$ cat src/rtl/wb_timer_irq.sv
// ---------------------------------------------------------------------------
// wb_timer_irq
//
// Wishbone slave down-counting timer with a level interrupt.
// Gives firmware a periodic or one-shot time base. With the default
// p_PRESC of 50 and a 50 MHz clock, one timer tick is 1 us.
//
// Register map (word select = iv_wbs_adr[3:2]):
//   0x0 CTRL  RW    [0] EN, [1] AUTO (reload on expiry), [2] IE; [31:3] read 0
//   0x4 LOAD  RW    32-bit reload value
//   0x8 COUNT RO    current count, writes ignored
//   0xC STAT  RW1C  [0] EXP, write 1 clears, write 0 has no effect
//
// Ports:
//   i_clk        system clock
//   i_arst_n     asynchronous active-low reset
//   iv_wbs_adr   byte address, bits [1:0] ignored
//   iv_wbs_dat   write data
//   i_wbs_we     write enable
//   i_wbs_stb    strobe
//   iv_wbs_sel   byte-lane select for writes
//   i_wbs_cyc    bus cycle
//   ov_wbs_dat   registered read data, valid with o_wbs_ack
//   o_wbs_ack    registered single-cycle acknowledge
//   o_irq        registered level interrupt (EXP & IE)
// ---------------------------------------------------------------------------
module wb_timer_irq #(
  parameter int p_PRESC = 50
) (
  input  logic        i_clk,
  input  logic        i_arst_n,
  input  logic [3:0]  iv_wbs_adr,
  input  logic [31:0] iv_wbs_dat,
  input  logic        i_wbs_we,
  input  logic        i_wbs_stb,
  input  logic [3:0]  iv_wbs_sel,
  input  logic        i_wbs_cyc,
  output logic [31:0] ov_wbs_dat,
  output logic        o_wbs_ack,
  output logic        o_irq
);

  // Prescaler width; a 1-bit counter is kept even for p_PRESC=1 so the
  // compare below stays legal.
  localparam int PW = (p_PRESC > 1) ? $clog2(p_PRESC) : 1;
  localparam logic [PW-1:0] PRESC_MAX = PW'(p_PRESC - 1);

  localparam logic [1:0] ADDR_CTRL  = 2'd0;
  localparam logic [1:0] ADDR_LOAD  = 2'd1;
  localparam logic [1:0] ADDR_COUNT = 2'd2;
  localparam logic [1:0] ADDR_STAT  = 2'd3;

  typedef enum logic {
    ST_IDLE = 1'b0,
    ST_RUN  = 1'b1
  } state_t;

  state_t        state;
  state_t        state_next;
  logic          ctrl_auto;
  logic          ctrl_ie;
  logic          ctrl_en;
  logic [31:0]   load_reg;
  logic [31:0]   count_reg;
  logic [31:0]   count_next;
  logic          exp_flag;
  logic          exp_next;
  logic          exp_set;
  logic [PW-1:0] presc;
  logic [PW-1:0] presc_next;
  logic          tick;

  logic          access;
  logic          wr_acc;
  logic          rd_acc;
  logic          wr_ctrl;
  logic          wr_load;
  logic          wr_stat;
  logic          en_wdata;
  logic          exp_clear;
  logic [31:0]   load_wdata;
  logic [31:0]   rd_mux;
  logic          unused_adr;

  // Byte-lane merge: only lanes with sel set take the new data.
  function automatic logic [31:0] merge_bytes(input logic [31:0] old_val,
                                              input logic [31:0] new_val,
                                              input logic [3:0]  sel);
    logic [31:0] res;
    res = old_val;
    for (int i = 0; i < 4; i++) begin
      if (sel[i]) res[8*i +: 8] = new_val[8*i +: 8];
    end
    return res;
  endfunction

  // The byte offset bits carry no meaning for a word-only register file.
  assign unused_adr = ^iv_wbs_adr[1:0];

  // A new access is only accepted while no ack is outstanding, which is
  // what makes a held strobe complete on every second cycle.
  assign access  = i_wbs_cyc & i_wbs_stb & ~o_wbs_ack;
  assign wr_acc  = access & i_wbs_we;
  assign rd_acc  = access & ~i_wbs_we;
  assign wr_ctrl = wr_acc & (iv_wbs_adr[3:2] == ADDR_CTRL);
  assign wr_load = wr_acc & (iv_wbs_adr[3:2] == ADDR_LOAD);
  assign wr_stat = wr_acc & (iv_wbs_adr[3:2] == ADDR_STAT);

  // EN lives in the FSM state; a CTRL write with lane 0 disabled keeps it.
  assign ctrl_en    = (state == ST_RUN);
  assign en_wdata   = iv_wbs_sel[0] ? iv_wbs_dat[0] : ctrl_en;
  assign exp_clear  = wr_stat & iv_wbs_sel[0] & iv_wbs_dat[0];
  assign load_wdata = merge_bytes(load_reg, iv_wbs_dat, iv_wbs_sel);

  assign tick = ctrl_en && (presc == PRESC_MAX);

  // Count FSM next-state. A CTRL write overrides whatever the expiry logic
  // decided for EN; stopping freezes COUNT even if a tick lands that cycle.
  always_comb begin
    state_next = state;
    count_next = count_reg;
    exp_set    = 1'b0;
    case (state)
      ST_IDLE: begin
        if (wr_ctrl && en_wdata) begin
          state_next = ST_RUN;
          count_next = load_reg;
        end else if (wr_load) begin
          count_next = load_wdata;
        end
      end
      ST_RUN: begin
        if (tick) begin
          if (count_reg != 32'd0) begin
            count_next = count_reg - 32'd1;
          end else begin
            exp_set = 1'b1;
            if (ctrl_auto) begin
              count_next = load_reg;
            end else begin
              state_next = ST_IDLE;
            end
          end
        end
        if (wr_ctrl) begin
          if (en_wdata) begin
            state_next = ST_RUN;
          end else begin
            state_next = ST_IDLE;
            count_next = count_reg;
          end
        end
      end
      default: state_next = ST_IDLE;
    endcase
  end

  // Prescaler restarts from zero on every tick and whenever the timer is
  // (re)started or stopped, so the first period after enable is full length.
  always_comb begin
    presc_next = '0;
    if ((state == ST_RUN) && (state_next == ST_RUN) && !tick) begin
      presc_next = presc + 1'b1;
    end
  end

  // Expiry set has priority over a simultaneous W1C.
  always_comb begin
    exp_next = exp_flag;
    if (exp_set) begin
      exp_next = 1'b1;
    end else if (exp_clear) begin
      exp_next = 1'b0;
    end
  end

  // Read mux, sampled into the read-data register on a read access.
  always_comb begin
    rd_mux = 32'd0;
    case (iv_wbs_adr[3:2])
      ADDR_CTRL:  rd_mux = {29'd0, ctrl_ie, ctrl_auto, ctrl_en};
      ADDR_LOAD:  rd_mux = load_reg;
      ADDR_COUNT: rd_mux = count_reg;
      ADDR_STAT:  rd_mux = {31'd0, exp_flag};
      default:    rd_mux = 32'd0;
    endcase
  end

  // Timer state registers.
  always_ff @(posedge i_clk or negedge i_arst_n) begin
    if (!i_arst_n) begin
      state     <= ST_IDLE;
      count_reg <= 32'd0;
      presc     <= '0;
      exp_flag  <= 1'b0;
    end else begin
      state     <= state_next;
      count_reg <= count_next;
      presc     <= presc_next;
      exp_flag  <= exp_next;
    end
  end

  // Software-written configuration registers.
  always_ff @(posedge i_clk or negedge i_arst_n) begin
    if (!i_arst_n) begin
      ctrl_auto <= 1'b0;
      ctrl_ie   <= 1'b0;
      load_reg  <= 32'd0;
    end else begin
      if (wr_ctrl && iv_wbs_sel[0]) begin
        ctrl_auto <= iv_wbs_dat[1];
        ctrl_ie   <= iv_wbs_dat[2];
      end
      if (wr_load) begin
        load_reg <= load_wdata;
      end
    end
  end

  // Bus response and interrupt output registers.
  always_ff @(posedge i_clk or negedge i_arst_n) begin
    if (!i_arst_n) begin
      o_wbs_ack  <= 1'b0;
      ov_wbs_dat <= 32'd0;
      o_irq      <= 1'b0;
    end else begin
      o_wbs_ack  <= access;
      ov_wbs_dat <= rd_acc ? rd_mux : 32'd0;
      o_irq      <= exp_flag & ctrl_ie;
    end
  end

endmodule

$ cat config.mk
export PLATFORM = sky130hd
export DESIGN_NAME = wb_timer_irq
export DESIGN_NICKNAME = d
export VERILOG_FILES = /design/src/rtl/wb_timer_irq.sv
export SDC_FILE = /design/constraint.sdc
export NUM_CORES = 1
export LEC_CHECK = 0
export ABC_AREA = 1
export BUFFER_PORTS_ARGS = -buffer_cell sky130_fd_sc_hd__buf_2
export CAP_MARGIN = 20
export CORE_MARGIN = 2
export CORE_UTILIZATION = 52
export CTS_BUF_LIST = sky130_fd_sc_hd__clkbuf_8 sky130_fd_sc_hd__clkbuf_16
export CTS_CLUSTER_SIZE = 30
export DETAILED_ROUTE_END_ITERATION = 8
export GPL_TIMING_DRIVEN = 0
export PLACE_DENSITY = 0.75
export SLEW_MARGIN = 0
export SYNTH_ARGS = -nofsm -noshare
export SYNTH_HDL_FRONTEND = slang
export SYNTH_SLANG_ARGS = --single-unit
$ cat constraint.sdc
create_clock -name i_clk -period 1.75 [get_ports i_clk]
set_clock_uncertainty 0.05 [all_clocks]
set_input_delay 0.0875 -clock i_clk [delete_from_list [all_inputs] [get_ports i_clk]]
set_output_delay 0.0875 -clock i_clk [all_outputs]
set_load 0.05 [all_outputs]
After elaboration in Yosys (flattened, before gate mapping)
Index checks and enable logic that the tools add are counted.
{"block": "word_totals", "register_bits": 108, "latchBits": 0, "mem_bits_rw": 0, "rom_bits": 0, "input_bits": 45, "out_inout_bits": 34, "elab_cells": 69, "mem_count": 0}
{"block": "classes", "addsub": 2, "n_mul": 0, "n_div": 0, "order_cmp": 0, "n_eq_ne": 6, "shifts": 0, "mux": 28, "bitwise": 13, "n_reduce_logical": 10}
{"cell": "$mux 32", "n": 8}
{"cell": "$pmux 32 s4", "n": 1}
{"cell": "$pmux 32 s2", "n": 1}
{"cell": "$mux 8", "n": 4}
{"cell": "$reduce_bool 32->1", "n": 1}
{"cell": "$sub 32x1->32 const B", "n": 1}
{"cell": "$mux 1", "n": 12}
{"cell": "$and 1x1->1", "n": 10}
{"cell": "$add 6x1->6 const B", "n": 1}
{"cell": "$eq 6x6->1 const B", "n": 1}
{"cell": "$mux 6", "n": 1}
{"cell": "$logic_and 1x1->1", "n": 5}
{"cell": "$eq 2x2->1 const B", "n": 2}
{"cell": "$ne 3x2->1 const B", "n": 1}
{"cell": "$ne 3x3->1 const B", "n": 1}
{"cell": "$not 1->1", "n": 3}
{"cell": "$eq 2x1->1 const B", "n": 1}
{"cell": "$logic_not 2->1", "n": 1}
{"cell": "$pmux 1 s2", "n": 1}
{"cell": "$reduce_and 2->1", "n": 1}
{"cell": "$reduce_bool 2->1", "n": 1}
{"cell": "$logic_not 1->1", "n": 1}

Depth between registers and ports, before layout
Gate-level depths: netlist of run 1.
{"block": "depth", "word_depth": 10, "ltp_mapped": 14, "mapped_depth_nobuf": 13}

Worst setup path before layout of run 1
Ideal clock, no wire load.
{"block": "synth_timing", "path_kind": "reg2reg", "start": "register o_wbs_ack", "end": "register count_reg[9]", "arrival_time_ps": 1729, "setup_slack_ps": -146, "path_stages_with_launch": 8, "cell_sequence": "dfrtp_1 > nor3_1 > nand3_1 > buf_2 > o211ai_1 > nand3_1 > nand2_1 > nand2_1"}
{"block": "synth_between", "elab_chain_len": 7, "word_cells_on_any_way": 12}
{"item": "start, declared", "line_no": "39", "rtl": "output logic o_wbs_ack,"}
{"item": "start signal, assigned", "line_no": "228", "rtl": "o_wbs_ack <= access;"}
{"item": "$not 1->1 (*)", "line_no": "102", "rtl": "assign access = i_wbs_cyc & i_wbs_stb & ~o_wbs_ack;"}
{"item": "$and 1x1->1 (*)", "line_no": "102"}
{"item": "$and 1x1->1 (*)", "line_no": "103", "rtl": "assign wr_acc = access & i_wbs_we;"}
{"item": "$and 1x1->1", "line_no": "105", "rtl": "assign wr_ctrl = wr_acc & (iv_wbs_adr[3:2] == ADDR_CTRL);"}
{"item": "$logic_and 1x1->1", "line_no": "125", "rtl": "if (wr_ctrl && en_wdata) begin"}
{"item": "$mux 32 or $ne 3x3->1 (tied branches)"}
{"item": "$pmux 32 s2 or $reduce_and 2->1 (tied branches)"}
{"item": "end signal, assigned", "line_no": "198", "rtl": "count_reg <= count_next;"}
{"item": "end, declared", "line_no": "64", "rtl": "logic [31:0] count_reg;"}
Every way passes the cells marked *; elsewhere a longest branch is shown, timed or not.
A chain may end at the register's enable or synchronous reset.

Worst setup path after layout of run 1
{"block": "layout_timing", "start": "register count_reg[0]", "end": "register count_reg[12]"}
{"block": "layout_between", "elab_chain_len": 6, "word_cells_on_any_way": 7}
{"item": "$sub 32x1->32 or $reduce_bool 32->1 (tied branches)", "line_no": "135, 134"}
{"item": "$mux 32 (*)", "line_no": "134", "rtl": "if (count_reg != 32'd0) begin"}
{"item": "$mux 32 (*)", "line_no": "133", "rtl": "if (tick) begin"}
{"item": "$mux 32", "line_no": "146", "rtl": "if (en_wdata) begin"}
{"item": "$mux 32 (*)", "line_no": "145", "rtl": "if (wr_ctrl) begin"}
{"item": "$pmux 32 s2 (*)", "line_no": "123", "rtl": "case (state)"}
Every way passes the cells marked *; elsewhere a longest branch is shown, timed or not. The select of a mux whose other input is x is not followed.

==> flow_metrics.env, run 1 <==
export IMPL_status="complete, but fails checks"
export IMPL_failed_checks="negative setup slack"
export IMPL_numPortBuffers=74
export IMPL_totalWireLength_um=23100
export IMPL_synth_top_family_by_area="simple AND/OR/NAND/NOR gates"
export IMPL_tightestPinTransition_ns=0.753
export IMPL_fp_dieArea_um2=13900
export IMPL_synth_seq_area_share_pct=40.0
export IMPL_peakVddDrop_uv=818
export IMPL_cts_max_level=3
export IMPL_period_share_pct=113
export IMPL_min_path_cells=3
export IMPL_num_rows=41
export IMPL_area_delta_synth_final_pct=32.2
export IMPL_drt_iter0_markers=771
export IMPL_end_kind="flop"
export IMPL_drv_slew=0
export IMPL_cts_sinks=108
export IMPL_syn_nets=1061
export IMPL_nets=1204
export IMPL_finalSetupViolCount=34
export IMPL_yosys_top_cells_area="dfrtp_1 (40%), nand2_1 (19%), inv_1 (6.5%)"
export IMPL_dr_pass1_iters=5
export IMPL_crit_cells=14
export IMPL_die_y_um=118
export IMPL_antenna_found_initial=0
export IMPL_vias=7445
export IMPL_max_slew_margin_rel_pct=49.8
export IMPL_ys_flop_type="dfrtp_1"
export IMPL_root_buffer="clkbuf_16"
export IMPL_synth_edf_count=0
export IMPL_gp_congestion=0.994
export IMPL_fin_crit_ns=1.97
export IMPL_slowest_delay_ns=0.41
export IMPL_fmaxAchievable_mhz=506
export IMPL_track_usage_pct=32.8
export IMPL_crit_type="flop to flop"
export IMPL_sw_frac_of_total_pct=45.0
export IMPL_comb_power_share_pct=47.7
export IMPL_synth_mux_area_share_pct=1.48
export IMPL_ys_types=31
export IMPL_place_hpwl_um=16100
export IMPL_clockPowerShare_pct=19.2
export IMPL_cts_tree="yes"
export IMPL_n_fill_cell=1100
export IMPL_cpMaxStageDelayCell="dfrtp_1"
export IMPL_async_flop_share_pct=100
export IMPL_core_area_um2=12700
export IMPL_internal_power_w=0.00642
export IMPL_crit_path_frequent_cell="nand2_1"
export IMPL_postRouteAntennaNets=0
export IMPL_syn_inst=1012
export IMPL_synth_compound_area_share_pct=13.2
export IMPL_ys_ff_latch=108
export IMPL_initial_core_util_pct=53.4
export IMPL_avgRoutedWirePerCell_um=17.4
export IMPL_hold_viol_final=0
export IMPL_cap_violations=0
export IMPL_total_power_w=0.0117
export IMPL_grt_pass1_vias=6760
export IMPL_synth_warnings=0
export IMPL_worstPathArrival_ns=2.18
export IMPL_drive_above_1_share_pct=27.8
export IMPL_finalWorstSetupSlack_ns=-0.225
export IMPL_antenna_cells=0
export IMPL_pin_count=79
export IMPL_synth_adder_area_share_pct=0.740
export IMPL_avgSynthCellArea_um2=6.68
export IMPL_synth_common_cells="nand2_1 (334), inv_1 (117), nor2_1 (117)"
export IMPL_cp_max_fo=7
export IMPL_via_per_inst=5.59
export IMPL_path_clk_slew_ns=0.08
export IMPL_p_sw_w=0.00526
export IMPL_crit_chain="inv_2 -> ha_4 -> nand2_2 -> nor2_2 -> nand3_2 -> nor2_4 -> buf_6 -> buf_8 -> buf_6 -> a21oi_2 -> nand2_1 -> nand2_1 -> nand2_1 -> nand2_1"
export IMPL_grt_ovfl_total=0
export IMPL_rr_worst_depth=14
export IMPL_seqPwrFrac_pct=33.1
export IMPL_grt_max_degree=61
export IMPL_crit_family="simple AND/OR/NAND/NOR gates"
export IMPL_synth_most_common_cell="nand2_1"
export IMPL_start_kind="flop"
export IMPL_worst_ep_required_time_ns=1.96
export IMPL_worst_hold_path_type="input pin to flop"
export IMPL_yosys_area_top_type_share_pct=40.0
export IMPL_synth_area_leader_cell="dfrtp_1"
export IMPL_cellPowerDensity_nw_per_um2=1310
export IMPL_clockBufferDepth=2
export IMPL_netlist_area_um2=6760
export IMPL_grt_first_pass_wirelength_um=35400
export IMPL_cts_buffers=9
export IMPL_drc_errors=0
export IMPL_synth_simple_area_share_pct=34.3
export IMPL_rsz0062_at_grt="yes"
export IMPL_insertion_delay_ns=0.36
export IMPL_critPathBufInv=4
export IMPL_dp_slack_ns=-0.715
export IMPL_total_leakage_power_nw=4.62
export IMPL_synthXorXnorAreaFrac_pct=0.777
export IMPL_die_x_um=118
power groups by stage:
stage / clock [W] / sequential, W / combinational [W]
after floorplan: 0 / 0.00363 / 0.00273
after global placement: 0 / 0.00377 / 0.00381
after detailed placement: 0 / 0.00377 / 0.00386
after CTS: 0.00227 / 0.00379 / 0.00483
after global routing: 0.00239 / 0.00392 / 0.00601
final: 0.00224 / 0.00387 / 0.00557
timing repair:
item,CTS,global route
pin swaps,26,41
resized for setup,126,90
setup endpoints to repair,42,46
hold buffers,6,0
cloned,4,1
hold endpoints to repair,53,0
buffers inserted,34,12
layer usage:
metal  vias to the layer above  part of all wire, %  GRT usage (%)
met4                         0                  3.7           14.0
met2                       415                   44           48.5
li1                       3523                    -              -
met3                        73                   11           7.80
met1                      3434                   41           45.8
met5                         -                    0              0
tightest hold or removal path, stage by stage:
cell,delay [ns]
buf_2,0.08
a21oi_1,0.07
o21ai_0,0.15
cells by family after synthesis:
family / count (synthesis)
mux: 10
xor+xnor: 6
buf+inv: 163
simple gates: 559
compound gates: 162
fa+ha+maj: 4
flops: 108
final timing paths:
path	start	to	slack (ns)
setup / recovery	count_reg[0]$_DFFE_PN0P_	count_reg[12]$_DFFE_PN0P_	-0.22
hold / removal	iv_wbs_dat[19]	load_reg[19]$_DFFE_PN0P_	0.006
setup reg to reg	count_reg[0]$_DFFE_PN0P_	count_reg[12]$_DFFE_PN0P_	-0.22
hold reg to reg	load_reg[19]$_DFFE_PN0P_	load_reg[19]$_DFFE_PN0P_	0.44
max in group asynchronous	i_arst_n	count_reg[24]$_DFFE_PN0P_	0.68
min in group asynchronous	i_arst_n	presc[0]$_DFF_PN0_	0.23
placed cells by master (no fill, tap or decap), types with 19 or more instances in the layout:
cell type,synthesis,layout
buf_4,0,39
dfrtp_1,108,87
o211ai_1,20,20
nand2_2,1,33
nand3_1,76,60
nor2_1,117,80
nor2_4,3,26
inv_1,117,111
o22ai_1,19,19
a21oi_1,42,26
nor2_2,7,21
nand2_1,334,298
dfrtp_2,0,21
buf_2,10,80
o21ai_0,76,71
area by class of cell:
| cell class | count | area [um^2] | area share, % |
|---|---|---|---|
| tap | 172 | 215 | 2.41 |
| clock buffer | 10 | 239 | 2.67 |
| buffer | 42 | 273 | 3.05 |
| timing repair buffer | 132 | 983 | 11.0 |
| clock inverter | 6 | 86.3 | 0.966 |
| inverter | 121 | 454 | 5.08 |
| sequential | 108 | 2730 | 30.5 |
| multi-input combinational | 741 | 3960 | 44.3 |
per-stage QoR:
stage | setup TNS, ns | util, % | area (um^2) | instances | hold slack (ns)
after detailed placement | -16.94 | 58.5 | 7410 | 1259 | 0.102
after global routing | -8.46 | 70.6 | 8940 | 1332 | 0.0244
after global placement | -90.17 | 58.3 | 7380 | 1258 | 0.331
final | -6.03 | 70.6 | 8940 | 1332 | 0.00638
after CTS | -3.24 | 67.4 | 8540 | 1319 | 0.00249
after floorplan | -0.604 | - | 6800 | 1012 | -0.258
No activity file was read; power rests on OpenSTA's default activity.
==> run 2, diff against run 1 <==
--- a/config.mk
+++ b/config.mk
@@ -8,7 +8,7 @@
 export ABC_AREA = 1
 export BUFFER_PORTS_ARGS = -buffer_cell sky130_fd_sc_hd__buf_2
 export CAP_MARGIN = 20
-export CORE_MARGIN = 2
+export CORE_MARGIN = 5
 export CORE_UTILIZATION = 52
 export CTS_BUF_LIST = sky130_fd_sc_hd__clkbuf_8 sky130_fd_sc_hd__clkbuf_16
 export CTS_CLUSTER_SIZE = 30
==> run 2 against run 1 <==
The run ends with negative hold slack, negative setup slack left. Global-route usage fell by 1.9 points. First-iteration DRC count rose by 18%. Sequential power barely moved. Highest routed layer unchanged. Core utilization fell by 1.4 points. Via count barely moved. Wire length rose by 0.46%. Clock power barely moved. Non-clock buffer count fell by 5. Critical path depth fell by 3. Flip-flop and latch count did not move. Hold slack got worse by 0.011 ns. Combinational power fell by 3%.
==> flow_metrics.env, run 2 (synthesized netlist as in run 1, its figures left out) <==
export IMPL_status="complete, but fails checks"
export IMPL_cts_max_level=3
export IMPL_whs_ns=-0.00494
export IMPL_grt_first_pass_wirelength_um=36100
export IMPL_crit_type="flop to flop"
export IMPL_postRouteAntennaNets=0
export IMPL_nets=1199
export IMPL_finalWorstSetupSlack_ns=-0.318
export IMPL_cts_buffers=9
export IMPL_clockBufferDepth=2
export IMPL_layout_common_cells="nand2_1 (298), inv_1 (114), dfrtp_1 (94)"
export IMPL_area_delta_synth_final_pct=29.6
export IMPL_slowest_delay_ns=0.39
export IMPL_dp_cells=1259
export IMPL_failed_checks="negative hold slack, negative setup slack"
export IMPL_path_clk_slew_ns=0.08
export IMPL_crit_family="simple AND/OR/NAND/NOR gates"
export IMPL_grt_pass1_vias=6954
export IMPL_crit_path_frequent_cell="nor2_1"
export IMPL_place_hpwl_um=16000
export IMPL_grt_ovfl_total=0
export IMPL_die_y_um=124
export IMPL_initial_core_util_pct=53.4
export IMPL_fmaxAchievable_mhz=483
export IMPL_hold_start="iv_wbs_dat[15]"
export IMPL_finalSetupViolCount=33
export IMPL_hold_viol_final=1
export IMPL_grt_busiest_layer="met2"
export IMPL_insertion_delay_ns=0.37
export IMPL_antenna_found_initial=0
export IMPL_cap_violations=0
export IMPL_rr_startpoint="count_reg[1]$_DFFE_PN0P_"
export IMPL_grtUsageMet1_pct=43.2
export IMPL_dp_slack_ns=-0.665
export IMPL_cts_sinks=108
export IMPL_drive_above_1_share_pct=25.5
export IMPL_tightestPinTransition_ns=0.846
export IMPL_n_fill_cell=1079
export IMPL_hold_end="load_reg[15]$_DFFE_PN0P_"
export IMPL_period_share_pct=118
export IMPL_grt_util_met3_pct=8.27
export IMPL_track_usage_pct=30.9
export IMPL_min_path_cells=3
export IMPL_via_per_inst=5.61
export IMPL_cts_tree="yes"
export IMPL_crit_chain="inv_2 -> buf_4 -> buf_4 -> nand3_2 -> nor2_4 -> nand2_2 -> o21ai_0 -> nor2_1 -> nor2_1 -> nor2_1 -> nor2_1"
export IMPL_cp_max_fo=5
export IMPL_fin_util_pct=69.2
export IMPL_num_rows=41
export IMPL_pin_count=79
export IMPL_fin_crit_ns=2.07
export IMPL_antenna_cells=0
export IMPL_gp_congestion=1.04
export IMPL_vias=7440
export IMPL_worst_hold_path_type="input pin to flop"
export IMPL_drc_errors=0
export IMPL_rsz0062_at_grt="yes"
export IMPL_cpMaxStageDelayCell="dfrtp_1"
export IMPL_worst_ep_required_time_ns=2.00
export IMPL_worstPathArrival_ns=2.32
export IMPL_peakVddDrop_uv=612
export IMPL_numPortBuffers=74
export IMPL_start_kind="flop"
export IMPL_totalWireLength_um=23300
export IMPL_total_leakage_power_nw=4.61
export IMPL_final_common_cell="nand2_1"
export IMPL_finalNonFillerCells=1327
export IMPL_r2r_slack_ns=-0.32
export IMPL_max_slew_margin_rel_pct=43.6
export IMPL_avgRoutedWirePerCell_um=17.5
export IMPL_root_buffer="clkbuf_16"
export IMPL_core_area_um2=12700
export IMPL_cellPowerDensity_nw_per_um2=1320
export IMPL_dr_pass1_iters=7
export IMPL_die_x_um=124
export IMPL_drt_iter0_markers=912
export IMPL_grt_max_degree=68
export IMPL_r2r_end="count_reg[11]$_DFFE_PN0P_"
export IMPL_critPathBufInv=3
export IMPL_use_met2_pct=46.5
export IMPL_finalSetupTns_ns=-6.63
export IMPL_drv_slew=0
export IMPL_fp_dieArea_um2=15400
export IMPL_rr_worst_depth=11
export IMPL_end_kind="flop"
[run 2: tightest hold or removal path, cell delays in order]
cell,delay (ns)
buf_2,0.07
mux2i_1,0.08
o21ai_0,0.14
[run 2: final cells by class]
cell class              instances  area, um^2  area share [%]
plain buffers                  41         256            2.93
clock buffers                  11         253            2.88
clock inverters                 5        76.3           0.871
inverters                     121         454            5.18
multi-input cells             741        3890            44.4
flip-flops and latches        108        2720            31.0
well taps                     172         215            2.46
repair buffers                128         896            10.2
[run 2: where the power goes]
part | internal [W] | switching, W
registers | 0.00307 | 0.000785
logic | 0.00200 | 0.00343
clock network | 0.00133 | 0.000945
total | 0.00639 | 0.00516
[run 2: how the worst max path moves through the flow]
stage	from	to	slack [ns]	depth (start not counted)
floorplan	count_reg[9]$_DFFE_PN0P_	count_reg[16]$_DFFE_PN0P_	-0.06	12
global placement	i_arst_n	o_wbs_ack$_DFF_PN0_	-0.87	1
detailed placement	count_reg[18]$_DFFE_PN0P_	count_reg[4]$_DFFE_PN0P_	-0.66	11
CTS	count_reg[0]$_DFFE_PN0P_	count_reg[18]$_DFFE_PN0P_	-0.14	13
global route	count_reg[6]$_DFFE_PN0P_	count_reg[11]$_DFFE_PN0P_	-0.45	12
finish	count_reg[1]$_DFFE_PN0P_	count_reg[11]$_DFFE_PN0P_	-0.32	11
[run 2: layer usage]
| metal | routed length [um] | part of all wire, % |
|---|---|---|
| met1 | 9310 | 40 |
| met2 | 10100 | 44 |
| met3 | 2850 | 12 |
| met4 | 977 | 4.2 |
| met5 | 0 | 0 |
[run 2: metrics by stage]
| stage | area, um^2 | total power, W |
|---|---|---|
| 2_1_floorplan | 6800 | 0.00636 |
| 3_3_place_gp | 7380 | 0.00750 |
| 4_1_cts | 8510 | 0.0109 |
| 5_1_grt | 8760 | 0.0122 |
| 6_report | 8760 | 0.0116 |
| 3_5_place_dp | 7410 | 0.00756 |
[run 2: repair_timing]
| item | in CTS | in global routing |
|---|---|---|
| resized for setup | 119 | 66 |
| endpoints found under the setup margin | 43 | 45 |
| gates cloned | 3 | 0 |
| setup buffers | 37 | 9 |
| hold buffers | 4 | 0 |
| endpoints found under the hold margin | 69 | 0 |
| pin swaps | 30 | 22 |
